**src/rtl/uart_host_sequencer_if.sv**
```systemverilog
// Bundles the command, UART byte and result signals of the host sequencer.
// The sequencer takes the slave modport; the host or bench takes master.
interface uart_host_sequencer_if;
    logic        cmd_valid_i;
    logic        cmd_ready_o;
    logic [2:0]  cmd_op_i;
    logic [7:0]  cmd_arg_i;
    logic [7:0]  tx_byte_o;
    logic        tx_valid_o;
    logic        tx_ready_i;
    logic [7:0]  rx_byte_i;
    logic        rx_valid_i;
    logic [15:0] word_data_o;
    logic        word_valid_o;
    logic [10:0] word_count_o;
    logic        done_o;
    logic [1:0]  status_o;
    logic        busy_o;

    modport slave (
        input  cmd_valid_i, cmd_op_i, cmd_arg_i, tx_ready_i, rx_byte_i, rx_valid_i,
        output cmd_ready_o, tx_byte_o, tx_valid_o, word_data_o, word_valid_o,
               word_count_o, done_o, status_o, busy_o
    );

    modport master (
        output cmd_valid_i, cmd_op_i, cmd_arg_i, tx_ready_i, rx_byte_i, rx_valid_i,
        input  cmd_ready_o, tx_byte_o, tx_valid_o, word_data_o, word_valid_o,
               word_count_o, done_o, status_o, busy_o
    );
endinterface

```
**src/rtl/uart_host_sequencer.sv**
```systemverilog
// Host-side initiator for the single-byte UART command protocol: sends one
// command byte, checks the ACK/echo reply, or reassembles ST sample words.
module uart_host_sequencer #(
    parameter int unsigned TIMEOUT_CYCLES = 5000000,
    parameter int unsigned MAX_WORDS      = 1024,
    parameter int unsigned CNT_W          = 24
) (
    input  logic                  clk_i,
    input  logic                  reset_i,
    uart_host_sequencer_if.slave  bus
);

    typedef enum logic [2:0] {
        IDLE,
        SEND,
        WAIT_ACK,
        RX_HI,
        RX_LO,
        FINISH
    } state_t;

    localparam logic [2:0] OP_ENQ  = 3'd0;
    localparam logic [2:0] OP_ACQ  = 3'd1;
    localparam logic [2:0] OP_ST   = 3'd2;
    localparam logic [2:0] OP_RST  = 3'd3;
    localparam logic [2:0] OP_ECHO = 3'd4;

    localparam logic [1:0] ST_OK      = 2'd0;
    localparam logic [1:0] ST_BAD     = 2'd1;
    localparam logic [1:0] ST_TIMEOUT = 2'd2;
    localparam logic [1:0] ST_SHORT   = 2'd3;

    localparam logic [CNT_W-1:0] CNT_LAST = CNT_W'(TIMEOUT_CYCLES - 1);
    localparam logic [10:0]      MAX_CNT  = 11'(MAX_WORDS);

    state_t            state_q, state_d;
    logic [2:0]        op_q, op_d;
    logic [7:0]        arg_q, arg_d;
    logic [CNT_W-1:0]  cnt_q, cnt_d;
    logic [7:0]        hi_q, hi_d;

    logic              cmd_ready_q, cmd_ready_d;
    logic [7:0]        tx_byte_q, tx_byte_d;
    logic              tx_valid_q, tx_valid_d;
    logic [15:0]       word_data_q, word_data_d;
    logic              word_valid_q, word_valid_d;
    logic [10:0]       word_count_q, word_count_d;
    logic              done_q, done_d;
    logic [1:0]        status_q, status_d;
    logic              busy_q, busy_d;

    logic              timeoutHit;
    logic              waiting;
    logic [7:0]        expectedByte;

    assign timeoutHit   = (cnt_q == CNT_LAST);
    assign waiting      = (state_q == WAIT_ACK) || (state_q == RX_HI) || (state_q == RX_LO);
    assign expectedByte = (op_q == OP_ECHO) ? arg_q : 8'h06;

    always_ff @(posedge clk_i) begin
        if (reset_i) begin
            state_q      <= IDLE;
            op_q         <= '0;
            arg_q        <= '0;
            cnt_q        <= '0;
            hi_q         <= '0;
            cmd_ready_q  <= 1'b1;
            tx_byte_q    <= '0;
            tx_valid_q   <= 1'b0;
            word_data_q  <= '0;
            word_valid_q <= 1'b0;
            word_count_q <= '0;
            done_q       <= 1'b0;
            status_q     <= '0;
            busy_q       <= 1'b0;
        end else begin
            state_q      <= state_d;
            op_q         <= op_d;
            arg_q        <= arg_d;
            cnt_q        <= cnt_d;
            hi_q         <= hi_d;
            cmd_ready_q  <= cmd_ready_d;
            tx_byte_q    <= tx_byte_d;
            tx_valid_q   <= tx_valid_d;
            word_data_q  <= word_data_d;
            word_valid_q <= word_valid_d;
            word_count_q <= word_count_d;
            done_q       <= done_d;
            status_q     <= status_d;
            busy_q       <= busy_d;
        end
    end

    // A received byte always takes priority over the timeout firing in the same cycle.
    always_comb begin
        state_d      = state_q;
        op_d         = op_q;
        arg_d        = arg_q;
        cnt_d        = cnt_q;
        hi_d         = hi_q;
        tx_byte_d    = tx_byte_q;
        word_data_d  = word_data_q;
        word_valid_d = 1'b0;
        word_count_d = word_count_q;
        status_d     = status_q;

        if (waiting && !timeoutHit && (cnt_q != '1)) begin
            cnt_d = cnt_q + 1'b1;
        end

        unique case (state_q)
            IDLE: begin
                if (bus.cmd_valid_i) begin
                    op_d         = bus.cmd_op_i;
                    arg_d        = bus.cmd_arg_i;
                    word_count_d = '0;
                    status_d     = ST_OK;
                    case (bus.cmd_op_i)
                        OP_ENQ:  tx_byte_d = 8'h05;
                        OP_ACQ:  tx_byte_d = 8'h01;
                        OP_ST:   tx_byte_d = 8'h02;
                        OP_RST:  tx_byte_d = 8'h20;
                        default: tx_byte_d = bus.cmd_arg_i;
                    endcase
                    if (bus.cmd_op_i > OP_ECHO) begin
                        state_d  = FINISH;
                        status_d = ST_BAD;
                    end else begin
                        state_d = SEND;
                    end
                end
            end
            SEND: begin
                if (bus.tx_ready_i) begin
                    cnt_d = '0;
                    case (op_q)
                        OP_RST:  state_d = FINISH;
                        OP_ST:   state_d = RX_HI;
                        default: state_d = WAIT_ACK;
                    endcase
                end
            end
            WAIT_ACK: begin
                if (bus.rx_valid_i) begin
                    state_d  = FINISH;
                    status_d = (bus.rx_byte_i == expectedByte) ? ST_OK : ST_BAD;
                end else if (timeoutHit) begin
                    state_d  = FINISH;
                    status_d = ST_TIMEOUT;
                end
            end
            RX_HI: begin
                if (bus.rx_valid_i) begin
                    hi_d    = bus.rx_byte_i;
                    cnt_d   = '0;
                    state_d = RX_LO;
                end else if (timeoutHit) begin
                    state_d  = FINISH;
                    status_d = (word_count_q == '0) ? ST_TIMEOUT : ST_SHORT;
                end
            end
            RX_LO: begin
                if (bus.rx_valid_i) begin
                    cnt_d        = '0;
                    word_data_d  = {hi_q, bus.rx_byte_i};
                    word_valid_d = 1'b1;
                    if (word_count_q != MAX_CNT) begin
                        word_count_d = word_count_q + 11'd1;
                    end
                    if ((word_count_q + 11'd1) == MAX_CNT) begin
                        state_d  = FINISH;
                        status_d = ST_OK;
                    end else begin
                        state_d = RX_HI;
                    end
                end else if (timeoutHit) begin
                    state_d  = FINISH;
                    status_d = ST_TIMEOUT;
                end
            end
            FINISH:  state_d = IDLE;
            default: state_d = IDLE;
        endcase
    end

    // Handshake and strobe outputs follow the upcoming state so they stay registered.
    always_comb begin
        cmd_ready_d = (state_d == IDLE);
        busy_d      = (state_d != IDLE);
        tx_valid_d  = (state_d == SEND);
        done_d      = (state_d == FINISH);
    end

    assign bus.cmd_ready_o  = cmd_ready_q;
    assign bus.tx_byte_o    = tx_byte_q;
    assign bus.tx_valid_o   = tx_valid_q;
    assign bus.word_data_o  = word_data_q;
    assign bus.word_valid_o = word_valid_q;
    assign bus.word_count_o = word_count_q;
    assign bus.done_o       = done_q;
    assign bus.status_o     = status_q;
    assign bus.busy_o       = busy_q;

endmodule

```
**src/flat_wrapper.sv**
```systemverilog
// flat-port wrapper written by rule: the top's interface ports become plain ports
module uart_host_sequencer_flat 
#(
    parameter int unsigned TIMEOUT_CYCLES = 5000000,
    parameter int unsigned MAX_WORDS      = 1024,
    parameter int unsigned CNT_W          = 24
)
  (clk_i, reset_i, bus_cmd_valid_i, bus_cmd_op_i, bus_cmd_arg_i, bus_tx_ready_i, bus_rx_byte_i, bus_rx_valid_i, bus_cmd_ready_o, bus_tx_byte_o, bus_tx_valid_o, bus_word_data_o, bus_word_valid_o, bus_word_count_o, bus_done_o, bus_status_o, bus_busy_o);
  uart_host_sequencer_if bus_i ();
  input  logic clk_i;
  input  logic reset_i;
  input wire logic [$bits(bus_i.cmd_valid_i)-1:0] bus_cmd_valid_i;
  input wire logic [$bits(bus_i.cmd_op_i)-1:0] bus_cmd_op_i;
  input wire logic [$bits(bus_i.cmd_arg_i)-1:0] bus_cmd_arg_i;
  input wire logic [$bits(bus_i.tx_ready_i)-1:0] bus_tx_ready_i;
  input wire logic [$bits(bus_i.rx_byte_i)-1:0] bus_rx_byte_i;
  input wire logic [$bits(bus_i.rx_valid_i)-1:0] bus_rx_valid_i;
  output wire logic [$bits(bus_i.cmd_ready_o)-1:0] bus_cmd_ready_o;
  output wire logic [$bits(bus_i.tx_byte_o)-1:0] bus_tx_byte_o;
  output wire logic [$bits(bus_i.tx_valid_o)-1:0] bus_tx_valid_o;
  output wire logic [$bits(bus_i.word_data_o)-1:0] bus_word_data_o;
  output wire logic [$bits(bus_i.word_valid_o)-1:0] bus_word_valid_o;
  output wire logic [$bits(bus_i.word_count_o)-1:0] bus_word_count_o;
  output wire logic [$bits(bus_i.done_o)-1:0] bus_done_o;
  output wire logic [$bits(bus_i.status_o)-1:0] bus_status_o;
  output wire logic [$bits(bus_i.busy_o)-1:0] bus_busy_o;
  assign bus_i.cmd_valid_i = bus_cmd_valid_i;
  assign bus_i.cmd_op_i = bus_cmd_op_i;
  assign bus_i.cmd_arg_i = bus_cmd_arg_i;
  assign bus_i.tx_ready_i = bus_tx_ready_i;
  assign bus_i.rx_byte_i = bus_rx_byte_i;
  assign bus_i.rx_valid_i = bus_rx_valid_i;
  assign bus_cmd_ready_o = bus_i.cmd_ready_o;
  assign bus_tx_byte_o = bus_i.tx_byte_o;
  assign bus_tx_valid_o = bus_i.tx_valid_o;
  assign bus_word_data_o = bus_i.word_data_o;
  assign bus_word_valid_o = bus_i.word_valid_o;
  assign bus_word_count_o = bus_i.word_count_o;
  assign bus_done_o = bus_i.done_o;
  assign bus_status_o = bus_i.status_o;
  assign bus_busy_o = bus_i.busy_o;
  uart_host_sequencer #(.TIMEOUT_CYCLES(TIMEOUT_CYCLES), .MAX_WORDS(MAX_WORDS), .CNT_W(CNT_W)) u_core (.clk_i(clk_i), .reset_i(reset_i), .bus(bus_i));
endmodule
```
**config.mk**
```make
export PLATFORM = sky130hd
export DESIGN_NAME = uart_host_sequencer_flat
export DESIGN_NICKNAME = d
export VERILOG_FILES = /design/src/rtl/uart_host_sequencer_if.sv /design/src/rtl/uart_host_sequencer.sv /design/src/flat_wrapper.sv
export SDC_FILE = /design/constraint.sdc
export NUM_CORES = 1
export LEC_CHECK = 0
export ABC_AREA = 1
export ABC_CLOCK_PERIOD_IN_PS = 4700
export CORE_AREA = 2 2 115 106
export DETAILED_ROUTE_END_ITERATION = 8
export DIE_AREA = 0 0 117 108
export GPL_TIMING_DRIVEN = 0
export HOLD_SLACK_MARGIN = 0.1
export SLEW_MARGIN = 40
export SYNTH_ARGS = -nofsm -noshare
export SYNTH_HDL_FRONTEND = slang
export SYNTH_SLANG_ARGS = --single-unit
```
**constraint.sdc**
```tcl
create_clock -name clk_i -period 4.7 [get_ports clk_i]
set_input_delay 0.705 -clock clk_i [delete_from_list [all_inputs] [get_ports clk_i]]
set_output_delay 0.705 -clock clk_i [all_outputs]
set_load 0.02 [all_outputs]
```
* After elaboration in Yosys (flattened, before gate mapping)
Cells that the tools add are included.
** Storage, ports and cells
- Register bits :: 88
- Output and inout bits :: 42
- Bits of input ports :: 24
- Logic and storage cells :: 92
** Operators by class
- Bitwise gates (word level) :: 1
- Reductions and logical operators :: 19
- Multiplexer cells :: 32
- $add $sub $neg :: 2
- Eq/ne operators :: 23
- Magnitude comparators :: 1
** Operators by type and width (count)
- 24-bit 2-to-1 mux :: 3
- 24-bit one-hot mux with 2 select lines :: 1
- 11-bit 2-to-1 mux :: 3
- 8-bit one-hot mux with 4 select lines :: 1
- 24-bit by 1-bit adder with 24-bit output (second input constant) :: 1
- 24-bit by 23-bit equality test with 1-bit output (second input constant) :: 1
- 3-bit 2-to-1 mux :: 8
- 24-bit inequality test (second input constant) :: 1
- 11-bit one-hot mux with 2 select lines :: 1
- 3-bit by 2-bit equality test with 1-bit output (second input constant) :: 6
- 3-bit one-hot mux with 5 select lines :: 1
- 2-bit 2-to-1 mux :: 7
- 11-bit by 1-bit adder with 11-bit output (second input constant) :: 1
- 11-bit equality test (second input constant) :: 1
- 11-bit zero test :: 1
- 11-bit inequality test (second input constant) :: 1
- 3-bit by 1-bit equality test with 1-bit output (second input constant) :: 3
- 3-bit equality test (second input constant) :: 3
- 3-bit zero test :: 3
- 8-bit equality test :: 1
- 8-bit 2-to-1 mux :: 1
- 2-bit inequality test (second input constant) :: 4
- 2-bit one-hot mux with 4 select lines :: 1
- 3-bit one-hot mux with 2 select lines :: 1
- 15 further kinds :: 23

* Longest topological paths before layout
Gate-level depths: netlist (run 1).
- Word-level depth :: 8
- Depth in mapped cells :: 14
- Depth with buffers taken out :: 14

* Least setup slack after synthesis (run 1)
OpenSTA, ideal clock, no wires.
- Path kind :: register to register
- From :: register u_core.word_count_q[1], in the netlist u_core.bus.word_count_o[1]
- To :: register u_core.status_q[0], in the netlist u_core.bus.status_o[0]
- Setup time :: 113 ps
- Data required time :: 4587 ps
- Slack :: 2888 ps
- Period minus slack after synthesis :: 1812 ps
- Arrival time :: 1699 ps
- Path buffers :: 0
- Cell stages (with the launch flop) :: 13
- Cells stage by stage :: dfxtp_1 ha_1 nand2_4 nor2_4 nand3_1 nand2_1 nand2_2 nor2_2 nand3_2 nand2_4 nand3_4 nor2_1 nor2_1
** Between the ends
- Cells in the longest elaborated chain, start to end :: 5
- Elaborated cells on any way between the ends :: 9
- Those cells by class :: 1 x add/sub; 2 x eq/ne; 4 x mux; 2 x reduce/logical
** RTL lines
- start, declared :: RTL line uart_host_sequencer.sv:47 : logic [10:0] word_count_q, word_count_d;
- start signal, assigned :: RTL line uart_host_sequencer.sv:87 : word_count_q <= word_count_d;
- parallel branches: the longest is 5 deep, another holds 11-bit by 1-bit adder with 11-bit output
- end signal, assigned :: RTL line uart_host_sequencer.sv:89 : status_q <= status_d;
- end, declared :: RTL line uart_host_sequencer.sv:49 : logic [1:0] status_q, status_d;
Several ways; the timed one is not identified. The select of a mux whose other input is x is not followed.
A chain may end at the register's enable or synchronous reset.

* Worst setup path after layout (run 1)
- From :: input bus_rx_valid_i
- To :: register u_core.word_count_q[5], in the netlist u_core.bus.word_count_o[5]
** Between the ends
- Cells in the longest elaborated chain, start to end :: 2
** RTL lines
- start, declared :: RTL line flat_wrapper.sv:17 : input wire logic [$bits(bus_i.rx_valid_i)-1:0] bus_rx_valid_i;
- 2-bit inequality test (no source line)
- 4-bit AND reduction (no source line)
No other way between the ends.

==> flow_summary.yaml, run 1 <==
global_route:
  track_usage: 0.1936
  overflow: 0
  grt_pass1_vias: 4012
  grt_max_degree: 15
  grt_pass1_wl_um: 19370
  antenna_found_initial: 0
layout:
  syn_to_final_growth_pct: 25.64
  nFillCells: 1174
  seq_area_um2: 1762
  num_antenna_cells: 0
  final_cells: 887
  drive_gt1_frac: 0.07798
  multiInputGateArea_um2: 2342
  post-route-util: 0.4930
  layout.nets: 754
timing:
  max-slew-margin-rel: 0.5733
  fin_setup_tns_ns: 0
  tightest_slew_ns: 0.6401
  slew_violations: 0
  fin_crit_ns: 2.416
  fmax_mhz: 413.9
  fin_skew_ns: 0.003725
  hold_viol: 0
  final.period_utilization: 0.5141
  rsz0062_at_grt: "false"
  final-setup-viol-count: 0
drt:
  vias: 4366
  routed_wl_um: 11550
  route.detailed.drc: 0
  antenna_left: 0
  drt_iter0_markers: 259
  drtPass1Iterations: 5
  vias_per_cell: 4.922
  avgRoutedWirePerCell_um: 13.02
yosys:
  syn_nets: 679
  syn_area_um2: 4451
  synth.distinct_cells: 41
  syn_inst: 652
  yosys-top-cells-count: "121 x nand2_1, 118 x nor2_1, 88 x dfxtp_1"
  ys_seq_elements: 88
  synth_top_area_frac: 0.3958
  yosys-top-cells-area: "dfxtp_1 40%, nand2_1 10%, nor2_1 10%, inv_1 5.5%, nand3_1 5.4%"
  synthArstFlopShare: 0
  post_synth.cell_area_avg_um2: 6.826
  yosysTopAreaCell: "dfxtp_1"
  yosys_warnings: 0
  ys.flop_type: "dfxtp_1"
  yosysSeqAreaShare: 0.3958
  yosysMostFrequentCell: "nand2_1"
  synth_enable_flop_cells: 0
power_and_ir_drop:
  vdd_drop_max_mv: 0.1917
  p_total_w: 0.001851
  powerDensity_nw_per_um2: 331.1
  leakage_nw: 2.145
cts:
  cts_root_buffer: "clkbuf_16"
  clockBufferDepth: 2
  cts_tree: "yes"
  clkTransAtPathRegs_ns: 0.06
  cts_resized: 0
  htreeDepth: 3
  cts_setup_buffers: 0
  cts_made_buffers: 9
  cts.sinks: 88
  holdBufCountCts: 0
  worstSkewPairLatency_ns: 0.34
placement:
  place.port_buffers: 64
  dpl.cell_count: 872
  gp_congestion: 0.8645
  hpwlAfterDp_um: 8699
floorplan:
  die_w_um: 117
  num_rows: 37
  chipHeight_um: 108
  core_um2: 11340
  design.die.area_um2: 12640
  start_util: 0.3924
  io-pin-count: 66
status:
  status: "completed"
worst_setup_path:
  critPathKind: "in -> reg"
  critPathSlowestCell: "clkdlybuf4s50_1"
  crit_top_cell: "nand2_1"
  critPathTopFamily: "buffers and inverters"
  path_max_fanout: 10
  path_cells: "clkdlybuf4s50_1 -> inv_1 -> nor2_4 -> inv_2 -> nand2_1 -> nand2_1 -> buf_4 -> a21oi_1 -> nor2_1"
  crit_cells: 9
  cp.required_ns: 4.90
  worstSetupStartpointType: "primary input"
  reg2reg_depth: 11
  endpoint_kind: "flop"
  worstPathArrival_ns: 2.62
  crit_buf_inv: 4
  slowest_delay_ns: 0.59
  r2r_setup_slack_ns: 2.77
worst_hold_path:
  hold_depth: 2
  worstHoldPathType: "reg -> reg"
flow_run:
  cap_violations: 0
==> placed cells by master, fill, tap and decap left out, drive strengths merged, types with 3 or more instances in the layout <==
cell / instances
nand2: 134
xnor2: 3
o21ai: 55
dfxtp: 88
clkbuf: 23
clkdlybuf4s50: 64
clkinv: 3
nand3b: 4
a21oi: 48
buf: 6
inv: 70
nor3: 18
ha: 3
nand3: 53
nor2: 128
a31oi: 3
xor2: 8
nand4: 9
==> kinds of logic (layout without fill, tap and decap cells) <==
kind of cell,after synthesis,count (layout),synth area share
and+or+nand+nor,350,350,0.3624
xor gates and xnor gates,11,11,0.02165
AOI/OAI and AO/OA,112,112,0.1338
adders and majority gates,3,3,0.008435
buffers and inverters,88,167,0.07787
DFF,88,88,0.3958
==> report_power, final <==
part / internal, W / total, W / switching [W]
combinational: 0.000116 / 0.000297 / 0.000180
sequential: 0.000788 / 0.000818 / 0.0000301
clock: 0.000440 / 0.000737 / 0.000297
total: 0.00134 / 0.00185 / 0.000507
==> area by class of cell <==
type | count | share of cell area
multi-input cells | 476 | 0.4189
well taps | 156 | 0.03491
inverters | 70 | 0.04699
repair buffers | 64 | 0.1146
clock inverters | 4 | 0.009398
flip-flops and latches | 88 | 0.3151
clock buffers | 11 | 0.04520
plain buffers | 18 | 0.01499
==> layer usage <==
layer,track usage,vias up,share of wire,wire length (um)
met2,0.2820,123,0.42,4878
met4,0.05966,0,0.013,146
met3,0.04036,10,0.059,685
met5,0,-,0,0
met1,0.2859,1970,0.51,5843
li1,-,2263,-,-
==> through the flow <==
step | hold slack, ns | cell area (um2) | worst slack [ns]
CTS | 0.4660 | 5592 | 2.264
global placement | 0.4494 | 5286 | 1.936
finish | 0.4647 | 5592 | 2.284
floorplan | 0.4305 | 4451 | 2.888
global route | 0.4846 | 5592 | 2.121
detailed placement | 0.4572 | 5286 | 1.921
==> flip-flops by register name, summed over array words and instances (netlist names) <==
name	cells
u_core.bus.word_data_o	16
u_core.arg_q	8
u_core.cnt_q	24
u_core.bus.word_count_o	11
u_core.bus.status_o	2
u_core.bus.busy_o	1
u_core.op_q	3
u_core.bus.done_o	1
u_core.bus.tx_byte_o	8
u_core.state_q	3
u_core.bus.tx_valid_o	1
u_core.hi_q	8
u_core.bus.word_valid_o	1
u_core.bus.cmd_ready_o	1
==> final timing paths <==
| path | start | end |
|---|---|---|
| hold / removal | u_core.hi_q[7] | u_core.hi_q[7] |
| hold reg to reg | u_core.hi_q[7] | u_core.hi_q[7] |
| setup / recovery | bus_rx_valid_i | u_core.bus.word_count_o[5] |
| setup reg to reg | u_core.cnt_q[0] | u_core.cnt_q[6] |
==> worst register-to-register path: stages (launching register included) <==
cell	delay, ns
dfxtp_1	0.33
ha_1	0.22
nand3_1	0.17
inv_1	0.06
nand2_1	0.11
nor2_1	0.06
nand2_1	0.11
nand3_4	0.16
nor2_1	0.26
nand2_1	0.15
o21ai_1	0.14
a21oi_1	0.05
No activity file was read; power rests on OpenSTA's default activity.
==> inputs of run 2 (changes only) <==
--- a/config.mk
+++ b/config.mk
@@ -6,7 +6,7 @@
 export NUM_CORES = 1
 export LEC_CHECK = 0
 export ABC_AREA = 1
-export ABC_CLOCK_PERIOD_IN_PS = 4700
+export ABC_CLOCK_PERIOD_IN_PS = 2450
 export CORE_AREA = 2 2 115 106
 export DETAILED_ROUTE_END_ITERATION = 8
 export DIE_AREA = 0 0 117 108
==> constraint.sdc (replaced) <==
create_clock -name clk_i -period 2.45 [get_ports clk_i]
set_input_delay 0.3675 -clock clk_i [delete_from_list [all_inputs] [get_ports clk_i]]
set_output_delay 0.3675 -clock clk_i [all_outputs]
set_load 0.02 [all_outputs]
==> results of run 2 <==
The final DEF is identical to that of run 1. Status: completed.
Among the figures that moved: setup slack after placement 1.921 ns -> 0.008322 ns; setup slack after layout 2.284 ns -> 0.3713 ns; register-to-register setup slack 2.77 ns -> 0.52 ns; total power 0.001851 W -> 0.003551 W; worst IR drop on VDD 0.1917 mV -> 0.3677 mV
